<file path="src/rtl/sisc_ctrl_if.sv">
// Bundle between the SISC control FSM and the rest of the processor.
//   master: the control FSM. It samples opcode/mm/stat/mem_ack and drives the datapath controls.
//   slave : the datapath, memory and IR/SR side.
// Signals:
//   opcode [OPW], mm [MMW], stat [STW], mem_ack            : into the FSM
//   ir_load, pc_write, pc_sel, br_sel, rf_we, alu_op [ALUW],
//   rd_sel, wb_sel, mem_req, mem_we, halted, fault         : out of the FSM
//   instr_cnt [32], stall_cnt [32]                         : only with SISC_CTRL_PERFCNT_EN
// Optional feature macro: SISC_CTRL_PERFCNT_EN
interface sisc_ctrl_if #(
    parameter int unsigned OPW  = 4,
    parameter int unsigned MMW  = 4,
    parameter int unsigned STW  = 4,
    parameter int unsigned ALUW = 2
);
    logic [OPW-1:0]  opcode;
    logic [MMW-1:0]  mm;
    logic [STW-1:0]  stat;
    logic            mem_ack;

    logic            ir_load;
    logic            pc_write;
    logic            pc_sel;
    logic            br_sel;
    logic            rf_we;
    logic [ALUW-1:0] alu_op;
    logic            rd_sel;
    logic            wb_sel;
    logic            mem_req;
    logic            mem_we;
    logic            halted;
    logic            fault;
`ifdef SISC_CTRL_PERFCNT_EN
    logic [31:0]     instr_cnt;
    logic [31:0]     stall_cnt;
`endif

    modport master (
        input  opcode, mm, stat, mem_ack,
        output ir_load, pc_write, pc_sel, br_sel, rf_we, alu_op,
               rd_sel, wb_sel, mem_req, mem_we, halted, fault
`ifdef SISC_CTRL_PERFCNT_EN
        , output instr_cnt, stall_cnt
`endif
    );

    modport slave (
        output opcode, mm, stat, mem_ack,
        input  ir_load, pc_write, pc_sel, br_sel, rf_we, alu_op,
               rd_sel, wb_sel, mem_req, mem_we, halted, fault
`ifdef SISC_CTRL_PERFCNT_EN
        , input instr_cnt, stall_cnt
`endif
    );
endinterface

</file>
<file path="src/rtl/sisc_ctrl_fsm.sv">
// Multi-cycle control FSM for the SISC processor.
// Sequences START0 -> START1 -> FETCH -> DECODE -> EXECUTE -> MEM -> WRITEBACK -> FETCH, with an
// absorbing HALT reached by the HLT opcode or by a memory handshake timeout (sticky fault).
// Ports:
//   clk   : clock, rising edge
//   rst_f : asynchronous active-low reset
//   bus   : sisc_ctrl_if.master (opcode/mm/stat/mem_ack in, datapath controls out)
// Optional feature macro: SISC_CTRL_PERFCNT_EN adds instr_cnt/stall_cnt performance counters.
// STW must equal MMW: the branch mask mm is ANDed bitwise with stat.
module sisc_ctrl_fsm #(
    parameter int unsigned OPW    = 4,
    parameter int unsigned MMW    = 4,
    parameter int unsigned STW    = 4,
    parameter int unsigned ALUW   = 2,
    parameter int unsigned MEM_TO = 16
) (
    input logic       clk,
    input logic       rst_f,
    sisc_ctrl_if.master bus
);

    localparam logic [OPW-1:0] OP_LOD = OPW'(1);
    localparam logic [OPW-1:0] OP_STR = OPW'(2);
    localparam logic [OPW-1:0] OP_BRA = OPW'(4);
    localparam logic [OPW-1:0] OP_BRR = OPW'(5);
    localparam logic [OPW-1:0] OP_BNE = OPW'(6);
    localparam logic [OPW-1:0] OP_ALU = OPW'(8);
    localparam logic [OPW-1:0] OP_HLT = {OPW{1'b1}};

    localparam logic [ALUW-1:0] ALU_RR   = ALUW'(0);
    localparam logic [ALUW-1:0] ALU_RI   = ALUW'(1);
    localparam logic [ALUW-1:0] ALU_ADDR = ALUW'(2);
    localparam logic [ALUW-1:0] ALU_PASS = ALUW'(3);

    localparam int unsigned     CW     = $clog2(MEM_TO + 1);
    localparam logic [CW-1:0]   CNT_TO = CW'(MEM_TO);

    typedef enum logic [2:0] {
        StStart0,
        StStart1,
        StFetch,
        StDecode,
        StExecute,
        StMem,
        StWriteback,
        StHalt
    } state_e;

    state_e          state_q, state_d;
    logic [CW-1:0]   cnt_q, cnt_d;
    logic            fault_q, fault_d;

    logic            ir_load, pc_write, pc_sel, br_sel, rf_we, rd_sel, wb_sel;
    logic            mem_req, mem_we, halted;
    logic [ALUW-1:0] alu_op;

    // Opcode decode; anything not listed falls through as NOOP.
    logic is_lod, is_str, is_mem, is_alu, is_bra, is_brr, is_bne, is_hlt;
    logic imm, br_hit, br_taken;
    logic [STW-1:0] br_hits;

    assign is_lod  = (bus.opcode == OP_LOD);
    assign is_str  = (bus.opcode == OP_STR);
    assign is_mem  = is_lod | is_str;
    assign is_alu  = (bus.opcode == OP_ALU);
    assign is_bra  = (bus.opcode == OP_BRA);
    assign is_brr  = (bus.opcode == OP_BRR);
    assign is_bne  = (bus.opcode == OP_BNE);
    assign is_hlt  = (bus.opcode == OP_HLT);
    assign imm     = bus.mm[MMW-1];
    assign br_hits = bus.stat & bus.mm;
    assign br_hit  = |br_hits;
    assign br_taken = ((is_bra | is_brr) & br_hit) | (is_bne & ~br_hit);

    always_ff @(posedge clk or negedge rst_f) begin
        if (!rst_f) begin
            state_q <= StStart0;
            cnt_q   <= '0;
            fault_q <= 1'b0;
        end else begin
            state_q <= state_d;
            cnt_q   <= cnt_d;
            fault_q <= fault_d;
        end
    end

    always_comb begin
        state_d  = state_q;
        cnt_d    = cnt_q;
        fault_d  = fault_q;
        ir_load  = 1'b0;
        pc_write = 1'b0;
        pc_sel   = 1'b0;
        br_sel   = 1'b0;
        rf_we    = 1'b0;
        alu_op   = ALU_RR;
        rd_sel   = 1'b0;
        wb_sel   = 1'b0;
        mem_req  = 1'b0;
        mem_we   = 1'b0;
        halted   = 1'b0;

        unique case (state_q)
            StStart0: state_d = StStart1;
            StStart1: state_d = StFetch;
            StFetch: begin
                ir_load  = 1'b1;
                pc_write = 1'b1;
                state_d  = StDecode;
            end
            StDecode: state_d = is_hlt ? StHalt : StExecute;
            StExecute: begin
                if (is_alu) begin
                    alu_op = imm ? ALU_RI : ALU_RR;
                    rd_sel = imm;
                end else if (is_mem) begin
                    alu_op = ALU_ADDR;
                end else begin
                    alu_op = ALU_PASS;
                end
                if (br_taken) begin
                    pc_write = 1'b1;
                    pc_sel   = 1'b1;
                    br_sel   = ~is_bra;
                end
                cnt_d   = '0;
                state_d = StMem;
            end
            StMem: begin
                if (is_mem) begin
                    mem_req = 1'b1;
                    mem_we  = is_str;
                    if (bus.mem_ack) begin
                        // An ack on the limit cycle still completes normally.
                        state_d = StWriteback;
                    end else begin
                        cnt_d = cnt_q + CW'(1);
                        if (cnt_d == CNT_TO) begin
                            state_d = StHalt;
                            fault_d = 1'b1;
                        end
                    end
                end else begin
                    state_d = StWriteback;
                end
            end
            StWriteback: begin
                rf_we   = is_alu | is_lod;
                wb_sel  = is_lod;
                state_d = StFetch;
            end
            StHalt: halted = 1'b1;
            default: state_d = StStart0;
        endcase
    end

    assign bus.ir_load  = ir_load;
    assign bus.pc_write = pc_write;
    assign bus.pc_sel   = pc_sel;
    assign bus.br_sel   = br_sel;
    assign bus.rf_we    = rf_we;
    assign bus.alu_op   = alu_op;
    assign bus.rd_sel   = rd_sel;
    assign bus.wb_sel   = wb_sel;
    assign bus.mem_req  = mem_req;
    assign bus.mem_we   = mem_we;
    assign bus.halted   = halted;
    assign bus.fault    = fault_q;

`ifdef SISC_CTRL_PERFCNT_EN
    logic [31:0] instr_cnt_q, stall_cnt_q;

    // Neither condition can hold in HALT, so both counters freeze there.
    always_ff @(posedge clk or negedge rst_f) begin
        if (!rst_f) begin
            instr_cnt_q <= '0;
            stall_cnt_q <= '0;
        end else begin
            if (state_q == StWriteback) instr_cnt_q <= instr_cnt_q + 32'd1;
            if (mem_req && !bus.mem_ack) stall_cnt_q <= stall_cnt_q + 32'd1;
        end
    end

    assign bus.instr_cnt = instr_cnt_q;
    assign bus.stall_cnt = stall_cnt_q;
`endif

endmodule

</file>
<file path="src/flat_wrapper.sv">
// flat-port wrapper written by rule: the top's interface ports become plain ports
module sisc_ctrl_fsm_flat 
#(
    parameter int unsigned OPW    = 4,
    parameter int unsigned MMW    = 4,
    parameter int unsigned STW    = 4,
    parameter int unsigned ALUW   = 2,
    parameter int unsigned MEM_TO = 16
)
  (clk, rst_f, bus_opcode, bus_mm, bus_stat, bus_mem_ack, bus_ir_load, bus_pc_write, bus_pc_sel, bus_br_sel, bus_rf_we, bus_alu_op, bus_rd_sel, bus_wb_sel, bus_mem_req, bus_mem_we, bus_halted, bus_fault);
  sisc_ctrl_if #(.OPW(OPW), .MMW(MMW), .STW(STW), .ALUW(ALUW)) bus_i ();
  input logic clk;
  input logic rst_f;
  input wire logic [$bits(bus_i.opcode)-1:0] bus_opcode;
  input wire logic [$bits(bus_i.mm)-1:0] bus_mm;
  input wire logic [$bits(bus_i.stat)-1:0] bus_stat;
  input wire logic [$bits(bus_i.mem_ack)-1:0] bus_mem_ack;
  output wire logic [$bits(bus_i.ir_load)-1:0] bus_ir_load;
  output wire logic [$bits(bus_i.pc_write)-1:0] bus_pc_write;
  output wire logic [$bits(bus_i.pc_sel)-1:0] bus_pc_sel;
  output wire logic [$bits(bus_i.br_sel)-1:0] bus_br_sel;
  output wire logic [$bits(bus_i.rf_we)-1:0] bus_rf_we;
  output wire logic [$bits(bus_i.alu_op)-1:0] bus_alu_op;
  output wire logic [$bits(bus_i.rd_sel)-1:0] bus_rd_sel;
  output wire logic [$bits(bus_i.wb_sel)-1:0] bus_wb_sel;
  output wire logic [$bits(bus_i.mem_req)-1:0] bus_mem_req;
  output wire logic [$bits(bus_i.mem_we)-1:0] bus_mem_we;
  output wire logic [$bits(bus_i.halted)-1:0] bus_halted;
  output wire logic [$bits(bus_i.fault)-1:0] bus_fault;
  assign bus_i.opcode = bus_opcode;
  assign bus_i.mm = bus_mm;
  assign bus_i.stat = bus_stat;
  assign bus_i.mem_ack = bus_mem_ack;
  assign bus_ir_load = bus_i.ir_load;
  assign bus_pc_write = bus_i.pc_write;
  assign bus_pc_sel = bus_i.pc_sel;
  assign bus_br_sel = bus_i.br_sel;
  assign bus_rf_we = bus_i.rf_we;
  assign bus_alu_op = bus_i.alu_op;
  assign bus_rd_sel = bus_i.rd_sel;
  assign bus_wb_sel = bus_i.wb_sel;
  assign bus_mem_req = bus_i.mem_req;
  assign bus_mem_we = bus_i.mem_we;
  assign bus_halted = bus_i.halted;
  assign bus_fault = bus_i.fault;
  sisc_ctrl_fsm #(.OPW(OPW), .MMW(MMW), .STW(STW), .ALUW(ALUW), .MEM_TO(MEM_TO)) u_core (.clk(clk), .rst_f(rst_f), .bus(bus_i));
endmodule
</file>
<file path="config.mk">
export PLATFORM = sky130hd
export DESIGN_NAME = sisc_ctrl_fsm_flat
export DESIGN_NICKNAME = d
export VERILOG_FILES = /design/src/rtl/sisc_ctrl_if.sv /design/src/rtl/sisc_ctrl_fsm.sv /design/src/flat_wrapper.sv
export SDC_FILE = /design/constraint.sdc
export NUM_CORES = 1
export LEC_CHECK = 0
export ABC_AREA = 0
export BUFFER_PORTS_ARGS = -buffer_cell sky130_fd_sc_hd__buf_4
export CORE_MARGIN = 4
export CORE_UTILIZATION = 43
export DETAILED_ROUTE_END_ITERATION = 6
export PLACE_DENSITY = 0.73
export SYNTH_ARGS = -nofsm -noshare
export SYNTH_HDL_FRONTEND = slang
export SYNTH_SLANG_ARGS = --single-unit
export TNS_END_PERCENT = 100
</file>
<file path="constraint.sdc">
create_clock -name clk -period 1.4 [get_ports clk]
set_input_delay 0.07 -clock clk [delete_from_list [all_inputs] [get_ports clk]]
set_output_delay 0.07 -clock clk [all_outputs]
set_load 0.005 [all_outputs]
</file>
After elaboration in Yosys (flattened, before gate mapping)
Cells that the tools add are included.

word-level totals
  flip-flop bits (word level) = 9
  input port bits = 15

operators by class
  add/sub/neg operators = 1
  muxes and demuxes = 27
  reduce and logical (&&, ||, !) cells = 8
  eq/ne operators = 18
  bitwise operators = 10

operators with widths
  cell                   number
  $pmux W3 S6            1
  $mux W1                16
  $eq A3 B3 Y1 const B   4
  $eq A4 B3 Y1 const B   3
  $mux W5                2
  $pmux W5 S2            1
  $mux W3                3
  $eq A4 B4 Y1 const B   2
  $eq A3 B2 Y1 const B   2
  $mux W2                3
  $reduce_bool A6 Y1     1
  $add A5 B1 Y5 const B  1
  $eq A5 B5 Y1 const B   1
  $and A4 B4 Y4          1
  $eq A4 B1 Y1 const B   1
  $eq A4 B2 Y1 const B   1
  $ne A4 B4 Y1 const B   1
  $or A1 B1 Y1           4
  $reduce_and A4 Y1      1
  $reduce_or A4 Y1       1
  $eq A3 B1 Y1 const B   1
  $logic_not A3 Y1       1
  $not A1 Y1             3
  $reduce_and A3 Y1      1
  7 further kinds        8

Logic depth before layout (Yosys ltp)
  word-level depth = 7
  gate-level depth with buffers = 6
  mapped depth without buffers = 4

Least setup slack after synthesis
No wires, ideal clock.

  path type = flip-flop to flip-flop
  from = reg u_core.state_q[1]
  to = reg u_core.cnt_q[0]
  path buffers = 1
  period minus slack after synthesis = 1402 ps
  stages on the path, launching flop included = 6
  required time = 1275 ps
  arrival = 1277 ps
  path slack = -2 ps
  setup time = 125 ps
  cell sequence = dfrtp_1 nand3b_1 and3b_1 buf_6 nor2_4 mux2_4

between the ends
  cells in the longest elaborated chain, start to end = 3
  elaborated cells on any way between the ends = 7
  those cells by class = eq/ne: 4; mux: 1; reduce/logical: 2

ends and longest elaborated chain
  what                                                         RTL line              RTL
  start: declaration                                           sisc_ctrl_fsm.sv:49   state_e state_q, state_d;
  start signal: assignment                                     sisc_ctrl_fsm.sv:77   state_q <= StStart0;
  start signal: assignment                                     sisc_ctrl_fsm.sv:81   state_q <= state_d;
  $eq A3 B3 Y1                                                 sisc_ctrl_fsm.sv:103  unique case (state_q)
  $ne A2 B1 Y1 (no source line), or another cell as far along  n/a
  $reduce_and A3 Y1 (no source line)                           n/a
  end signal: assignment                                       sisc_ctrl_fsm.sv:82   cnt_q <= cnt_d;
  end: declaration                                             sisc_ctrl_fsm.sv:50   logic [CW-1:0] cnt_q, cnt_d;

Several ways; a longest one is shown, not always the timed one.
A chain may end at the register's enable or synchronous reset.

Final worst setup path
  from = reg u_core.state_q[0]
  to = out bus_rf_we

between the ends
  cells in the longest elaborated chain, start to end = 2

ends and longest elaborated chain
  what              RTL line              RTL
  $eq A3 B3 Y1      sisc_ctrl_fsm.sv:103
  $mux W1           sisc_ctrl_fsm.sv:103
  end: declaration  flat_wrapper.sv:22    output wire logic [$bits(bus_i.rf_we)-1:0] bus_rf_we;

No other way between the ends.

==> summary.txt <==
Outcome
  – Outcome: complete, but fails checks
  – Failing checks: negative setup slack

STA
  – Max-slew violations: 0
  – Layout Skew: 9.98 ps
  – RSZ-0062 raised after global routing: yes
  – Rel. slew slack: 70.9%
  – Period utilization: 113%
  – Final hold slack: 128 ps
  – Final hold vios: 0
  – Setup ws final: -183 ps
  – Min Tclk post-route: 1580 ps
  – FMAX: 0.632 GHz
  – Worst slew pin tran: 433 ps
  – Endpoints failing setup: 9

Cells and area
  – Most frequent cells in the layout: buf_4 (37), nand2_1 (7), dfrtp_1 (7)
  – Layout cell share with drive strength beyond 1: 53.6%
  – Final Net Count: 142
  – Most common cell after layout, fill and taps aside: buf_4
  – Antenna Cells: 0
  – Syn-to-layout area delta: 51.4%
  – Final non-filler cell area: 1190 µm²
  – Layout fillers: 139

Min path
  – Hold Path Class: in2reg
  – Hold Path Origin: bus_mem_ack

Synthesis
  – Mapped Cells: 84
  – Sequential area share after synthesis: 28.7%
  – Async set or reset register ratio after synthesis: 100%
  – Synthesized area per cell: 9.35 µm²
  – Main synth FF type: dfrtp_1
  – Netlist Area Pre-Place: 786 µm²
  – Netlist cell types: 41
  – Number of flops mapped to enable cells by yosys: 0
  – Synthesized net count: 100
  – Yosys reg bits: 9
  – Synthesis Warnings: 0

Clock network
  – Root Buffer: clkbuf_4
  – Clk buf depth: 2
  – Clock buffer count from CTS: 3
  – Clk_lat worst skew: 270 ps
  – CTS Sinks: 9
  – H-tree lvl count: 1
  – Worst-path clk slew: 60 ps
  – CTS tree: done

Global route
  – Largest net degree at the start of global routing: 11
  – Gr usage total: 18.0%
  – First-pass GRT wire length: 3520 µm
  – Antenna violations before repair: 0
  – Vias in the first global route: 775
  – Total grt overflow: 0

Critical path
  – CP max-delay cell: or4b_4
  – WP data required: 1330 ps
  – Critical path class: reg2out
  – Crit-path leading delay family: simple AND/OR/NAND/NOR gates
  – Worst Setup SP: u_core.state_q[0]
  – Crit path buf inv count: 1
  – Crit end category: primary output
  – Cells along the critical path: nand2b_4, or4b_4, a21oi_2, buf_4
  – Worst reg2reg startpoint: u_core.state_q[0]
  – Crit path largest cell delay: 500 ps
  – Crit Path Max Fanout: 2
  – Worst Setup Start Kind: flip-flop
  – WP data arrival: 1510 ps

Power
  – Peak supply drop: 558 µV
  – Total chip power: 1.64 mW
  – Pwr/cell area: 1380 nW/µm²
  – Leak: 0.536 nW

Detailed routing
  – WL final: 2210 µm
  – DR top layer: met4
  – Iter 0 DRT Violations: 18
  – Met3 wire len: 141 µm
  – DR pass1 iterations: 4
  – Via-to-Cell Ratio: 5.42
  – Total vias in the final route: 813
  – WL met1: 890 µm
  – Metal2 WL: 1140 µm
  – Antenna viol nets, final: 0
  – # DRC: 0
  – DR WL/cell: 14.7 µm

Placement
  – DP HPWL: 1590 µm
  – Post-DP Area: 1020 µm²
  – Port Buffers: 27
  – Routability cong.: 0.808

Floorplanning
  – Rows: 15
  – Die ar.: 2580 µm²
  – Core Region: 1730 µm²
  – Initial core utilization: 45.5%
  – Die Wd: 50.7 µm
  – I/O pin count: 28
  – Die Span Y: 50.7 µm

Flow run
  – Maxcap violations: 0
## flip-flops by register name (all words and copies together) (netlist names)
name              flops
u_core.cnt_q          5
u_core.state_q        3
u_core.bus.fault      1
## power by group
part | leakage [nW] | internal (mW) | switching, mW
registers | 0.106 | 0.350 | 0.109
logic | 0.414 | 0.550 | 0.425
clock network | 0.0150 | 0.110 | 0.0961
total | 0.536 | 1.01 | 0.630
## timing repair
action / CTS / global route
endpoints found under the hold margin: 9 / 0
hold buffers: 1 / 0
gates resized for setup: 12 / 4
pin swaps: 5 / 2
setup buffers: 4 / 3
setup endpoints to repair: 10 / 14
## cells by family after synthesis
group / count (synthesis) / share of synthesized area (%)
simple gates: 39 / 32.3
compound gates: 21 / 18.8
flops: 9 / 28.7
buf+inv: 8 / 8.12
xor+xnor: 3 / 5.73
mux: 3 / 4.78
fa+ha+maj: 1 / 1.59
## final timing paths
path	cells past startpoint	slack, ps	endpoint
setup / recovery	4	-180	bus_rf_we
hold / removal	4	130	u_core.bus.fault
setup reg to reg	5	0	u_core.cnt_q[0]
hold reg to reg	2	480	u_core.bus.fault
max in group asynchronous	2	1070	u_core.state_q[2]
min in group asynchronous	2	160	u_core.cnt_q[3]
## metrics by stage
stage                     TNS [ps]  worst slack (ps)  cells  util, %
final                         -888              -183    150     68.9
after global routing         -1470              -226    150     68.9
after CTS                     -829              -172    147     66.7
after detailed placement     -53.5             -53.5    138     59.3
after global placement       -40.4             -40.4    138     59.3
after floorplan                  0              12.3     84        -
## Yosys cell counts, types with 2 or more instances
cell type,count,area share (%)
a21oi_1,5,3.2
a22o_2,2,2.5
a22oi_1,2,1.9
buf_4,3,2.9
buf_6,3,4.3
dfrtp_1,9,29
inv_1,2,0.96
nand2_1,7,3.3
nand2b_1,3,2.4
nand3_1,4,2.5
nand3b_1,3,2.9
nor2_1,6,2.9
nor2_4,2,2.9
nor3_1,2,1.3
o21ai_0,3,1.9
o31a_1,2,2.2
xnor2_1,2,2.2
## worst register-to-register path, delay by kind of cell, from the launching register on
family                 cells  cell delay [ps]
DFF                        1              380
and+or+nand+nor            2              360
buffers and inverters      2              280
muxes                      1              270
## final cells by class
type | instances | area (µm²) | share of cell area [%]
Sequential cell | 9 | 228 | 19.1
Clock buffer | 4 | 26.3 | 2.21
Timing Repair Buffer | 43 | 344 | 28.9
Tap cell | 25 | 31.3 | 2.63
Inverter | 2 | 7.51 | 0.631
Multi-Input combinational cell | 67 | 553 | 46.5
## layer usage
metal	up-vias	GRT usage, %
met4	0	6.73
met3	4	0.890
li1	387	-
met5	-	0
met1	386	22.4
met2	36	32.4
Note: power is estimated with default switching activity, not from simulation.
